`config.mk`:
```
export PLATFORM = sky130hd
export DESIGN_NAME = prg_ram_loader
export DESIGN_NICKNAME = d
export VERILOG_FILES = /design/src/rtl/prg_ram_loader.sv
export SDC_FILE = /design/constraint.sdc
export NUM_CORES = 1
export LEC_CHECK = 0
export CORE_UTILIZATION = 47
export CTS_BUF_LIST = sky130_fd_sc_hd__clkbuf_8 sky130_fd_sc_hd__clkbuf_16
export DETAILED_ROUTE_END_ITERATION = 6
export PLACE_DENSITY = 0.84
export SYNTH_ARGS = -nofsm -noshare
export SYNTH_HDL_FRONTEND = slang
export SYNTH_SLANG_ARGS = --single-unit
```
`constraint.sdc`:
```
create_clock -name clk_sys -period 2.7 [get_ports clk_sys]
set_input_delay 0.54 -clock clk_sys [delete_from_list [all_inputs] [get_ports clk_sys]]
set_output_delay 0.54 -clock clk_sys [all_outputs]
set_load 0.01 [all_outputs]
```
`src/rtl/prg_ram_loader.sv`:
```
// PRG loader: turns an ioctl PRG download into RAM port-A writes, then patches the end-of-program pointers.
// Optional macro PRG_AUTORUN_EN also types "RUN<CR>" into the keyboard buffer before finishing.
module prg_ram_loader #(
   parameter logic [7:0] PRG_INDEX = 8'd1,
   parameter int         PATCH_GAP = 1
) (
   input  logic        clk_sys,
   input  logic        reset,
   input  logic        ioctl_download,
   input  logic [7:0]  ioctl_index,
   input  logic        ioctl_wr,
   input  logic [24:0] ioctl_addr,
   input  logic [7:0]  ioctl_dout,
   output logic [15:0] dl_addr,
   output logic [7:0]  dl_data,
   output logic        dl_wr,
   output logic        busy,
   output logic        load_done,
   output logic        err_short
);

   typedef enum logic [2:0] {
      IDLE    = 3'd0,
      HDR     = 3'd1,
      DATA    = 3'd2,
      PATCH   = 3'd3,
`ifdef PRG_AUTORUN_EN
      AUTORUN = 3'd4,
`endif
      DONE    = 3'd5
   } state_t;

   localparam logic [3:0] PATCH_LAST   = 4'd7;
`ifdef PRG_AUTORUN_EN
   localparam logic [3:0] AUTORUN_LAST = 4'd12;
`endif
   localparam logic [7:0] GAP_INIT     = 8'(PATCH_GAP);

   // Steps 0..7 are the pointer patch pairs, 8..12 the autorun keystrokes.
   function automatic logic [15:0] seq_addr(input logic [3:0] step);
      case (step)
         4'd0:    seq_addr = 16'h002D;
         4'd1:    seq_addr = 16'h002E;
         4'd2:    seq_addr = 16'h002F;
         4'd3:    seq_addr = 16'h0030;
         4'd4:    seq_addr = 16'h0031;
         4'd5:    seq_addr = 16'h0032;
         4'd6:    seq_addr = 16'h00AE;
         4'd7:    seq_addr = 16'h00AF;
         4'd8:    seq_addr = 16'h0527;
         4'd9:    seq_addr = 16'h0528;
         4'd10:   seq_addr = 16'h0529;
         4'd11:   seq_addr = 16'h052A;
         default: seq_addr = 16'h00EF;
      endcase
   endfunction

   function automatic logic [7:0] seq_data(input logic [3:0] step, input logic [15:0] end_addr);
      if (!step[3]) begin
         seq_data = step[0] ? end_addr[15:8] : end_addr[7:0];
      end else begin
         case (step)
            4'd8:    seq_data = 8'h52;
            4'd9:    seq_data = 8'h55;
            4'd10:   seq_data = 8'h4E;
            4'd11:   seq_data = 8'h0D;
            default: seq_data = 8'h04;
         endcase
      end
   endfunction

   state_t      state_reg, state_next;
   logic [15:0] addr_reg, addr_next;
   logic [15:0] dl_addr_reg, dl_addr_next;
   logic [7:0]  dl_data_reg, dl_data_next;
   logic        dl_wr_reg, dl_wr_next;
   logic        busy_reg, busy_next;
   logic        load_done_reg, load_done_next;
   logic        err_short_reg, err_short_next;
   logic [3:0]  step_reg, step_next;
   logic [7:0]  gap_reg, gap_next;
   logic        payload_reg, payload_next;
   logic        dl_prev_reg;

   logic        qual_idx, dl_act, dl_fall, start_wr, data_hit;
   logic        hdr_wr, emit_seq;
   logic [3:0]  emit_step;

   assign qual_idx = (ioctl_index == PRG_INDEX);
   assign dl_act   = ioctl_download && qual_idx;
   assign dl_fall  = dl_prev_reg && !dl_act;
   assign start_wr = ioctl_wr && dl_act;
   // A byte strobed on the same cycle the window closes still belongs to the file.
   assign data_hit = ioctl_wr && qual_idx && (ioctl_download || dl_prev_reg) && (ioctl_addr >= 25'd2);

   always_ff @(posedge clk_sys) begin
      if (reset) begin
         state_reg     <= IDLE;
         addr_reg      <= 16'd0;
         dl_addr_reg   <= 16'd0;
         dl_data_reg   <= 8'd0;
         dl_wr_reg     <= 1'b0;
         busy_reg      <= 1'b0;
         load_done_reg <= 1'b0;
         err_short_reg <= 1'b0;
         step_reg      <= 4'd0;
         gap_reg       <= 8'd0;
         payload_reg   <= 1'b0;
         dl_prev_reg   <= 1'b0;
      end else begin
         state_reg     <= state_next;
         addr_reg      <= addr_next;
         dl_addr_reg   <= dl_addr_next;
         dl_data_reg   <= dl_data_next;
         dl_wr_reg     <= dl_wr_next;
         busy_reg      <= busy_next;
         load_done_reg <= load_done_next;
         err_short_reg <= err_short_next;
         step_reg      <= step_next;
         gap_reg       <= gap_next;
         payload_reg   <= payload_next;
         dl_prev_reg   <= dl_act;
      end
   end

   always_comb begin
      state_next     = state_reg;
      addr_next      = addr_reg;
      dl_addr_next   = dl_addr_reg;
      dl_data_next   = dl_data_reg;
      dl_wr_next     = 1'b0;
      busy_next      = busy_reg;
      load_done_next = 1'b0;
      err_short_next = err_short_reg;
      step_next      = step_reg;
      gap_next       = gap_reg;
      payload_next   = payload_reg;
      hdr_wr         = 1'b0;
      emit_seq       = 1'b0;
      emit_step      = 4'd0;

      case (state_reg)
         IDLE: hdr_wr = start_wr;

         HDR: begin
            if (dl_fall) begin
               state_next     = IDLE;
               busy_next      = 1'b0;
               err_short_next = 1'b1;
            end else begin
               hdr_wr = start_wr;
            end
         end

         DATA: begin
            if (data_hit) begin
               dl_wr_next   = 1'b1;
               dl_addr_next = addr_reg;
               dl_data_next = ioctl_dout;
               addr_next    = addr_reg + 16'd1;
               payload_next = 1'b1;
            end
            if (dl_fall) begin
               if (payload_reg || data_hit) begin
                  state_next = PATCH;
                  step_next  = 4'd0;
                  gap_next   = GAP_INIT;
                  // Without a final byte this cycle the first patch write goes out right away.
                  emit_seq   = !data_hit;
               end else begin
                  state_next     = IDLE;
                  busy_next      = 1'b0;
                  err_short_next = 1'b1;
               end
            end
         end

         PATCH: begin
            if (start_wr) begin
               hdr_wr = 1'b1;
            end else if (gap_reg != 8'd0) begin
               gap_next = gap_reg - 8'd1;
            end else begin
               emit_seq  = 1'b1;
               emit_step = step_reg;
               if (step_reg == PATCH_LAST) begin
`ifdef PRG_AUTORUN_EN
                  state_next = AUTORUN;
`else
                  state_next = DONE;
`endif
               end
            end
         end

`ifdef PRG_AUTORUN_EN
         AUTORUN: begin
            if (start_wr) begin
               hdr_wr = 1'b1;
            end else if (gap_reg != 8'd0) begin
               gap_next = gap_reg - 8'd1;
            end else begin
               emit_seq  = 1'b1;
               emit_step = step_reg;
               if (step_reg == AUTORUN_LAST) begin
                  state_next = DONE;
               end
            end
         end
`endif

         DONE: begin
            if (start_wr) begin
               hdr_wr = 1'b1;
            end else begin
               load_done_next = 1'b1;
               busy_next      = 1'b0;
               state_next     = IDLE;
            end
         end

         default: state_next = IDLE;
      endcase

      if (emit_seq) begin
         dl_wr_next   = 1'b1;
         dl_addr_next = seq_addr(emit_step);
         dl_data_next = seq_data(emit_step, addr_reg);
         step_next    = emit_step + 4'd1;
         gap_next     = GAP_INIT;
      end

      // Header bytes (including a restart byte that cuts a patch short) only load the address.
      if (hdr_wr) begin
         state_next     = HDR;
         busy_next      = 1'b1;
         err_short_next = 1'b0;
         payload_next   = 1'b0;
         if (ioctl_addr == 25'd0) begin
            addr_next[7:0] = ioctl_dout;
         end else if (ioctl_addr == 25'd1) begin
            addr_next[15:8] = ioctl_dout;
            state_next      = DATA;
         end
      end
   end

   assign dl_addr   = dl_addr_reg;
   assign dl_data   = dl_data_reg;
   assign dl_wr     = dl_wr_reg;
   assign busy      = busy_reg;
   assign load_done = load_done_reg;
   assign err_short = err_short_reg;

endmodule

```
==> results of run 1 <==
[metal layers]
| layer | track usage | part of all wire |
|---|---|---|
| met1 | 0.318 | 0.40 |
| met2 | 0.465 | 0.50 |
| met3 | 0.0614 | 0.067 |
| met4 | 0.120 | 0.035 |
| met5 | 0 | 0 |
[kinds of logic (layout without fill, tap and decap cells)]
| logic type | Yosys count | after routing | share of synthesized area |
|---|---|---|---|
| AO/OA/AOI/OAI | 109 | 109 | 0.221 |
| flip-flops | 61 | 61 | 0.332 |
| buffers and inverters | 50 | 153 | 0.0636 |
| XOR/XNOR | 18 | 18 | 0.0428 |
| AND/OR/NAND/NOR | 181 | 181 | 0.262 |
| adder cells (fa/ha/maj) | 9 | 9 | 0.0306 |
| multiplexers | 17 | 17 | 0.0483 |
[power by group through the flow]
stage                     registers (mW)  clock network [mW]  logic (mW)
after floorplan                    0.922                   0      0.0366
after global placement             0.925                   0       0.119
after detailed placement           0.925                   0       0.122
after CTS                          0.904               0.902       0.123
after global routing               0.904               0.944       0.131
final                              0.904               0.895       0.124
[how the worst max path moves through the flow]
| stage | to | slack (ns) | cells after the start |
|---|---|---|---|
| after floorplan | dl_addr[1]$_SDFFE_PP0P_ | 0.03 | 13 |
| after global placement | dl_data[4]$_SDFFE_PP0P_ | -0.24 | 7 |
| after detailed placement | dl_data[4]$_SDFFE_PP0P_ | -0.36 | 7 |
| after CTS | dl_data[4]$_SDFFE_PP0P_ | 0.08 | 7 |
| after global routing | dl_addr[3]$_SDFFE_PP0P_ | 0.03 | 12 |
| final | dl_data[5]$_SDFFE_PP0P_ | 0.14 | 8 |
[stage by stage]
step	cell area [um2]	setup TNS [ns]
2_1_floorplan	3690	0
3_3_place_gp	4760	-0.950
3_5_place_dp	4760	-3.32
4_1_cts	4970	0
5_1_grt	4990	0
6_report	4990	0
[synth_stat cells, types with 2 or more instances]
cell type,instances,area share
a41oi_1,2,0.0048
clkbuf_1,15,0.015
nor3_1,18,0.024
o21a_1,2,0.0041
o31ai_1,2,0.0041
nor3_2,2,0.0054
nand3_1,20,0.027
inv_1,17,0.017
and3_1,6,0.010
nor4_4,2,0.012
mux2i_1,11,0.030
nand4_1,11,0.019
nand2_1,39,0.040
a311oi_1,5,0.012
a31o_2,4,0.0095
mux2_2,6,0.018
a31oi_1,10,0.017
nor2_1,44,0.045
a211oi_2,2,0.0068
xor2_1,4,0.0095
nand2b_1,7,0.012
buf_4,5,0.010
o21ai_1,2,0.0027
a221oi_1,2,0.0048
nor4_1,14,0.024
nor2b_1,3,0.0051
a21o_1,2,0.0041
o211ai_1,11,0.022
xnor2_1,14,0.033
buf_6,2,0.0061
nor4_2,2,0.0068
buf_2,10,0.014
nand3_2,2,0.0054
or3_1,3,0.0051
ha_1,9,0.031
dfxtp_1,61,0.33
a211oi_1,17,0.035
o21ai_0,7,0.0095
a21oi_1,23,0.031
[worst register-to-register path: cells and delay by family (launching register included)]
family / cells / cell delay, ns
adder cells (fa/ha/maj): 1 / 0.34
buffers and inverters: 1 / 0.15
AO/OA/AOI/OAI: 2 / 0.44
flip-flops: 1 / 0.37
AND/OR/NAND/NOR: 5 / 1.05
[placed cells by master, fill, tap and decap left out, drive strengths merged, types with 19 or more instances in the layout]
master / synthesis / final
a211oi: 19 / 19
a21oi: 23 / 23
buf: 17 / 48
clkdlybuf4s50: 0 / 71
dfxtp: 61 / 61
inv: 17 / 19
nand2: 39 / 39
nand3: 22 / 22
nor2: 44 / 44
nor3: 20 / 20
[final cells by class]
cell class	instances	area (um2)
Fill cell	572	2420
Clock buffer	9	124
Clock inverter	7	90.1
Multi-Input combinational cell	334	2240
Inverter	18	67.6
Timing Repair Buffer	119	1120
Sequential cell	61	1220
Tap cell	99	124
[timing repair]
action,CTS,global route
endpoints found under the setup margin,1,2
pin swaps,0,2
resized for setup,1,3
setup buffers,0,1
==> reports/summary.txt, run 1 <==
Status = finished, final reports clean
Reg-to-reg endpoint = dl_addr[0]$_SDFFE_PP0P_
Power Dens Cells = 385 nW/um2
Syn_area_per_cell = 8.27 um2
DRT antenna net count = 0
Worst Hold Launch = dl_addr[5]$_SDFFE_PP0P_
# nets final = 597
Die Area = 8190 um2
1st-pass router iterations = 7
First-pass GRT wire length = 17.7 mm
Nature of the critical path startpoint = input port
Clock power frac = 0.465
Mapped Cells = 445
Worst-path cell chain = clkdlybuf4s50_1 -> nor4b_4 -> and4_1 -> buf_4 -> or3_1 -> o22ai_1 -> a221oi_1 -> a311oi_1
Worst setup path startpoint = ioctl_index[1]
LEAKAGE = 1.80 nW
EDFF count, synth = 0
RSZ-0062 raised after global routing = no
Final hold viol count = 0
Initial antenna violation count = 0
Hold WS = 0.491 ns
Slew headroom = 0.645
Vias after detailed routing = 3,939
Syn Nets = 499
Power, Total = 1.92 mW
Comb power frac = 0.064
Dominant synthesized flop cell = dfxtp_1
Final Wtd Congestion = 0.947
Starting Density = 0.497
Reg2reg setup slack = 0.24 ns
Clk_lat worst skew = 0.35 ns
CP top delay family = simple AND/OR/NAND/NOR gates
Layout Utilization = 0.674
H-tree depth = 3
Post-Syn Area = 3680 um2
Pre-CTS setup slack = -0.363 ns
Slowest CP cell = clkdlybuf4s50_1
Worst reg2reg path depth = 9
Final Skew = 0.0122 ns
Final worst-path cycle share = 0.947
Post-route minimum period = 2.56 ns
Yosys warning total = 0
P_int = 1.49 mW
Register area share after synthesis = 0.332
Placement Rows = 31
Vias per std cell = 6.09
CTS buffer count = 9
Pins over their slew limit = 0
Number of setup violations in the final report = 0
Setup Crit Path Kind = in -> reg
Max incr delay on CP = 0.44 ns
Sequential share of power = 0.470
CTS Hold Bufs = 0
Reg clk slew, reported paths = 0.07 ns
CTS tree = done
DRC errors left = 0
Count of state elements after synthesis = 61
Num Clock Sinks = 61
Switching share of power = 0.225
Die X = 90.5 um
WP buf/inv = 2
NetSw = 0.433 mW
Asr flop ratio synth = 0
Placed Cells = 630
Max IR drop VDD = 0.340 mV
Setup ws final = 0.142 ns
Remaining Overflow, GRT = 0
Max-cap viol count = 0
Routed WL per cell = 16.8 um
1st-iter DRT viols = 280
Hold Path End = dl_addr[5]$_SDFFE_PP0P_
Final Non-Filler Cells = 647
Worst EP required = 2.92 ns
Clock tree buffer depth = 2
Largest net degree at the start of global routing = 32
PortBufs = 72
Number of diodes = 0
Fmax = 391 MHz
Crit end category = flip-flop
Layout cell share with drive strength beyond 1 = 0.173
Netlist cell types = 66
Core region area = 7410 um2
Hold WC Path Type = reg -> reg
Crit-path max FO = 10
IO Count = 73
Dpl hpwl = 8.09 mm
Clock Tree Root = clkbuf_8
Hold path depth = 2
Vias in the first global route = 3,699
Area grow syn2layout = 35.6%
RR Startpoint = gap_reg[3]$_SDFFE_PP0P_
GR Util All Layers = 0.270
Chip height = 90.5 um
Worst slew pin tran = 0.531 ns
Wirelength, routed = 10.9 mm
WP data arrival = 2.78 ns
(Power assumes the default switching activity.)
==> run 2: changes to the inputs <==
--- a/config.mk
+++ b/config.mk
@@ -8,6 +8,7 @@
 export CORE_UTILIZATION = 47
 export CTS_BUF_LIST = sky130_fd_sc_hd__clkbuf_8 sky130_fd_sc_hd__clkbuf_16
 export DETAILED_ROUTE_END_ITERATION = 6
+export GPL_TIMING_DRIVEN = 0
 export PLACE_DENSITY = 0.84
 export SYNTH_ARGS = -nofsm -noshare
 export SYNTH_HDL_FRONTEND = slang
==> run 2 against run 1 <==
Via count fell by 0.13%. Non-clock buffer count decreased by 8. Largest cell class unchanged. Sequential cell count stayed put. Core utilization is 1.2 points lower. Setup slack got worse by 0.023 ns.
==> reports/summary.txt, run 2 (synthesis gave the netlist of run 1 again) <==
Status = finished, final reports clean
RR Startpoint = gap_reg[3]$_SDFFE_PP0P_
Die Area = 8190 um2
Worst Hold Launch = dl_addr[5]$_SDFFE_PP0P_
Number of diodes = 0
GR Util All Layers = 0.283
Hold Path End = dl_addr[5]$_SDFFE_PP0P_
Setup TNS = 0 ns
Final Skew = 0.0102 ns
Num Clock Sinks = 61
Reg-to-reg endpoint = dl_addr[3]$_SDFFE_PP0P_
Final worst-path cycle share = 0.956
Finished Cell Area = 4900 um2
Layout cell share with drive strength beyond 1 = 0.143
PortBufs = 71
Vias per std cell = 6.16
Max IR drop VDD = 0.334 mV
First-pass GRT wire length = 18.5 mm
Worst slew pin tran = 0.732 ns
H-tree depth = 3
Wirelength, routed = 11.6 mm
Clk_lat worst skew = 0.37 ns
Slew headroom = 0.505
Most frequent cells in the layout = clkdlybuf4s50_1, dfxtp_1, nor2_1, nand2_1, a21oi_1
CTS tree = done
Worst reg2reg path depth = 12
Starting Density = 0.497
# nets final = 589
Max-cap viol count = 0
Number of setup violations in the final report = 0
Final Non-Filler Cells = 639
Multi-input gate area = 2300 um2
Placed Cells = 615
Power Dens Cells = 395 nW/um2
Clock Tree Root = clkbuf_8
Fmax = 387 MHz
Worst EP required = 2.92 ns
Remaining Overflow, GRT = 0
Setup Crit Path Kind = reg -> reg
Power, Total = 1.93 mW
Die X = 90.5 um
Core region area = 7410 um2
Placement Rows = 31
Initial antenna violation count = 0
CTS buffer count = 9
Vias in the first global route = 3,836
Reg clk slew, reported paths = 0.07 ns
Post-route minimum period = 2.58 ns
CTS Hold Bufs = 0
Placed cell area = 4520 um2
LEAKAGE = 1.76 nW
Routed WL per cell = 18.1 um
Crit end category = flip-flop
Crit-path max FO = 6
Nature of the critical path startpoint = flip-flop
Reg2reg setup slack = 0.12 ns
Commonest non-fill, non-tap cell in the layout = clkdlybuf4s50_1
Hold path depth = 2
Final Wtd Congestion = 0.957
Vias after detailed routing = 3,934
DRT antenna net count = 0
Hold WC Path Type = reg -> reg
IO Count = 73
Reg area = 1220 um2
Area grow syn2layout = 33.1%
1st-pass router iterations = 6
Hold WS = 0.484 ns
Number of fillers in the final layout = 593
1st-iter DRT viols = 418
WP data arrival = 2.80 ns
Chip height = 90.5 um
Clock tree buffer depth = 2
Largest net degree at the start of global routing = 12
Pins over their slew limit = 0
Final hold viol count = 0
Dpl hpwl = 8.22 mm
DRC errors left = 0
-- run 2: cell count changes in the layout (fill, tap and decap cells not counted), moves of 3 or more --
cell             previous run  this run
buf_4                      43        14
clkbuf_1                    0        14
buf_2                       1         9
clkdlybuf4s50_1            71        63
dlymetal6s2s_1              0         8
buf_12                      4         0
buf_6                       0         3
-- run 2: timing repair --
action                     4_1_cts  5_1_grt
pin swaps                        5        9
setup endpoints to repair       11       25
resized for setup                7       20
hold endpoints to repair         0        0
gates cloned                     0        1
buffers inserted                 7        3
-- run 2: layer usage --
layer  track usage  share of wire  vias to the layer above
met5             0              0                        -
met2         0.471           0.49                      236
met1         0.346           0.39                     1829
met3        0.0614          0.085                       41
li1              -              -                     1828
met4         0.134          0.035                        0
-- run 2: worst max path at each step --
stage / from / endpoint / slack [ns] / cells past startpoint
2_1_floorplan: ioctl_index[0] / dl_addr[1]$_SDFFE_PP0P_ / 0.03 / 13
3_3_place_gp: ioctl_index[1] / dl_addr[1]$_SDFFE_PP0P_ / -0.73 / 14
3_5_place_dp: ioctl_index[2] / dl_addr[1]$_SDFFE_PP0P_ / -0.80 / 14
4_1_cts: ioctl_index[3] / dl_addr[3]$_SDFFE_PP0P_ / 0.003 / 14
5_1_grt: gap_reg[3]$_SDFFE_PP0P_ / dl_addr[1]$_SDFFE_PP0P_ / -0.01 / 11
6_report: gap_reg[3]$_SDFFE_PP0P_ / dl_addr[3]$_SDFFE_PP0P_ / 0.12 / 12
-- run 2: layout make-up --
cell class | instances | area share
multi-input combinational | 334 | 0.470
timing repair buffer | 82 | 0.166
tap | 99 | 0.0253
clock buffer | 9 | 0.0253
clock inverter | 7 | 0.0186
buffer | 29 | 0.0319
inverter | 18 | 0.0138
sequential | 61 | 0.249
-- run 2: stage by stage --
step | setup WS, ns | util
final | 0.119 | 0.661
after global routing | -0.0141 | 0.661
after CTS | 0.00258 | 0.651
after detailed placement | -0.799 | 0.611
after global placement | -0.729 | 0.611
after floorplan | 0.0339 | -
-- run 2: critical path, stage by stage, from the launching register on --
cell and delay [ns]:
dfxtp_1 0.37, nor4_4 0.41, nand3_4 0.18, nor3_4 0.24, buf_6 0.18, nand2_4 0.07, buf_4 0.17, inv_1 0.09
ha_1 0.17, nor2b_1 0.18, a31oi_1 0.07, o211ai_1 0.22, a21oi_1 0.09
-- run 2: power by group --
group	internal [mW]	leakage, nW	total (mW)	switching, mW
registers	0.900	0.491	0.901	0.000398
logic	0.0686	1.17	0.124	0.0550
clock network	0.514	0.103	0.909	0.395
==> run 3: changes to the inputs <==
--- a/config.mk
+++ b/config.mk
@@ -5,6 +5,7 @@
 export SDC_FILE = /design/constraint.sdc
 export NUM_CORES = 1
 export LEC_CHECK = 0
+export ABC_CLOCK_PERIOD_IN_PS = 2700
 export CORE_UTILIZATION = 47
 export CTS_BUF_LIST = sky130_fd_sc_hd__clkbuf_8 sky130_fd_sc_hd__clkbuf_16
 export DETAILED_ROUTE_END_ITERATION = 6
==> results of run 3 <==
Final layout, timing and power as in run 2 (identical DEF).
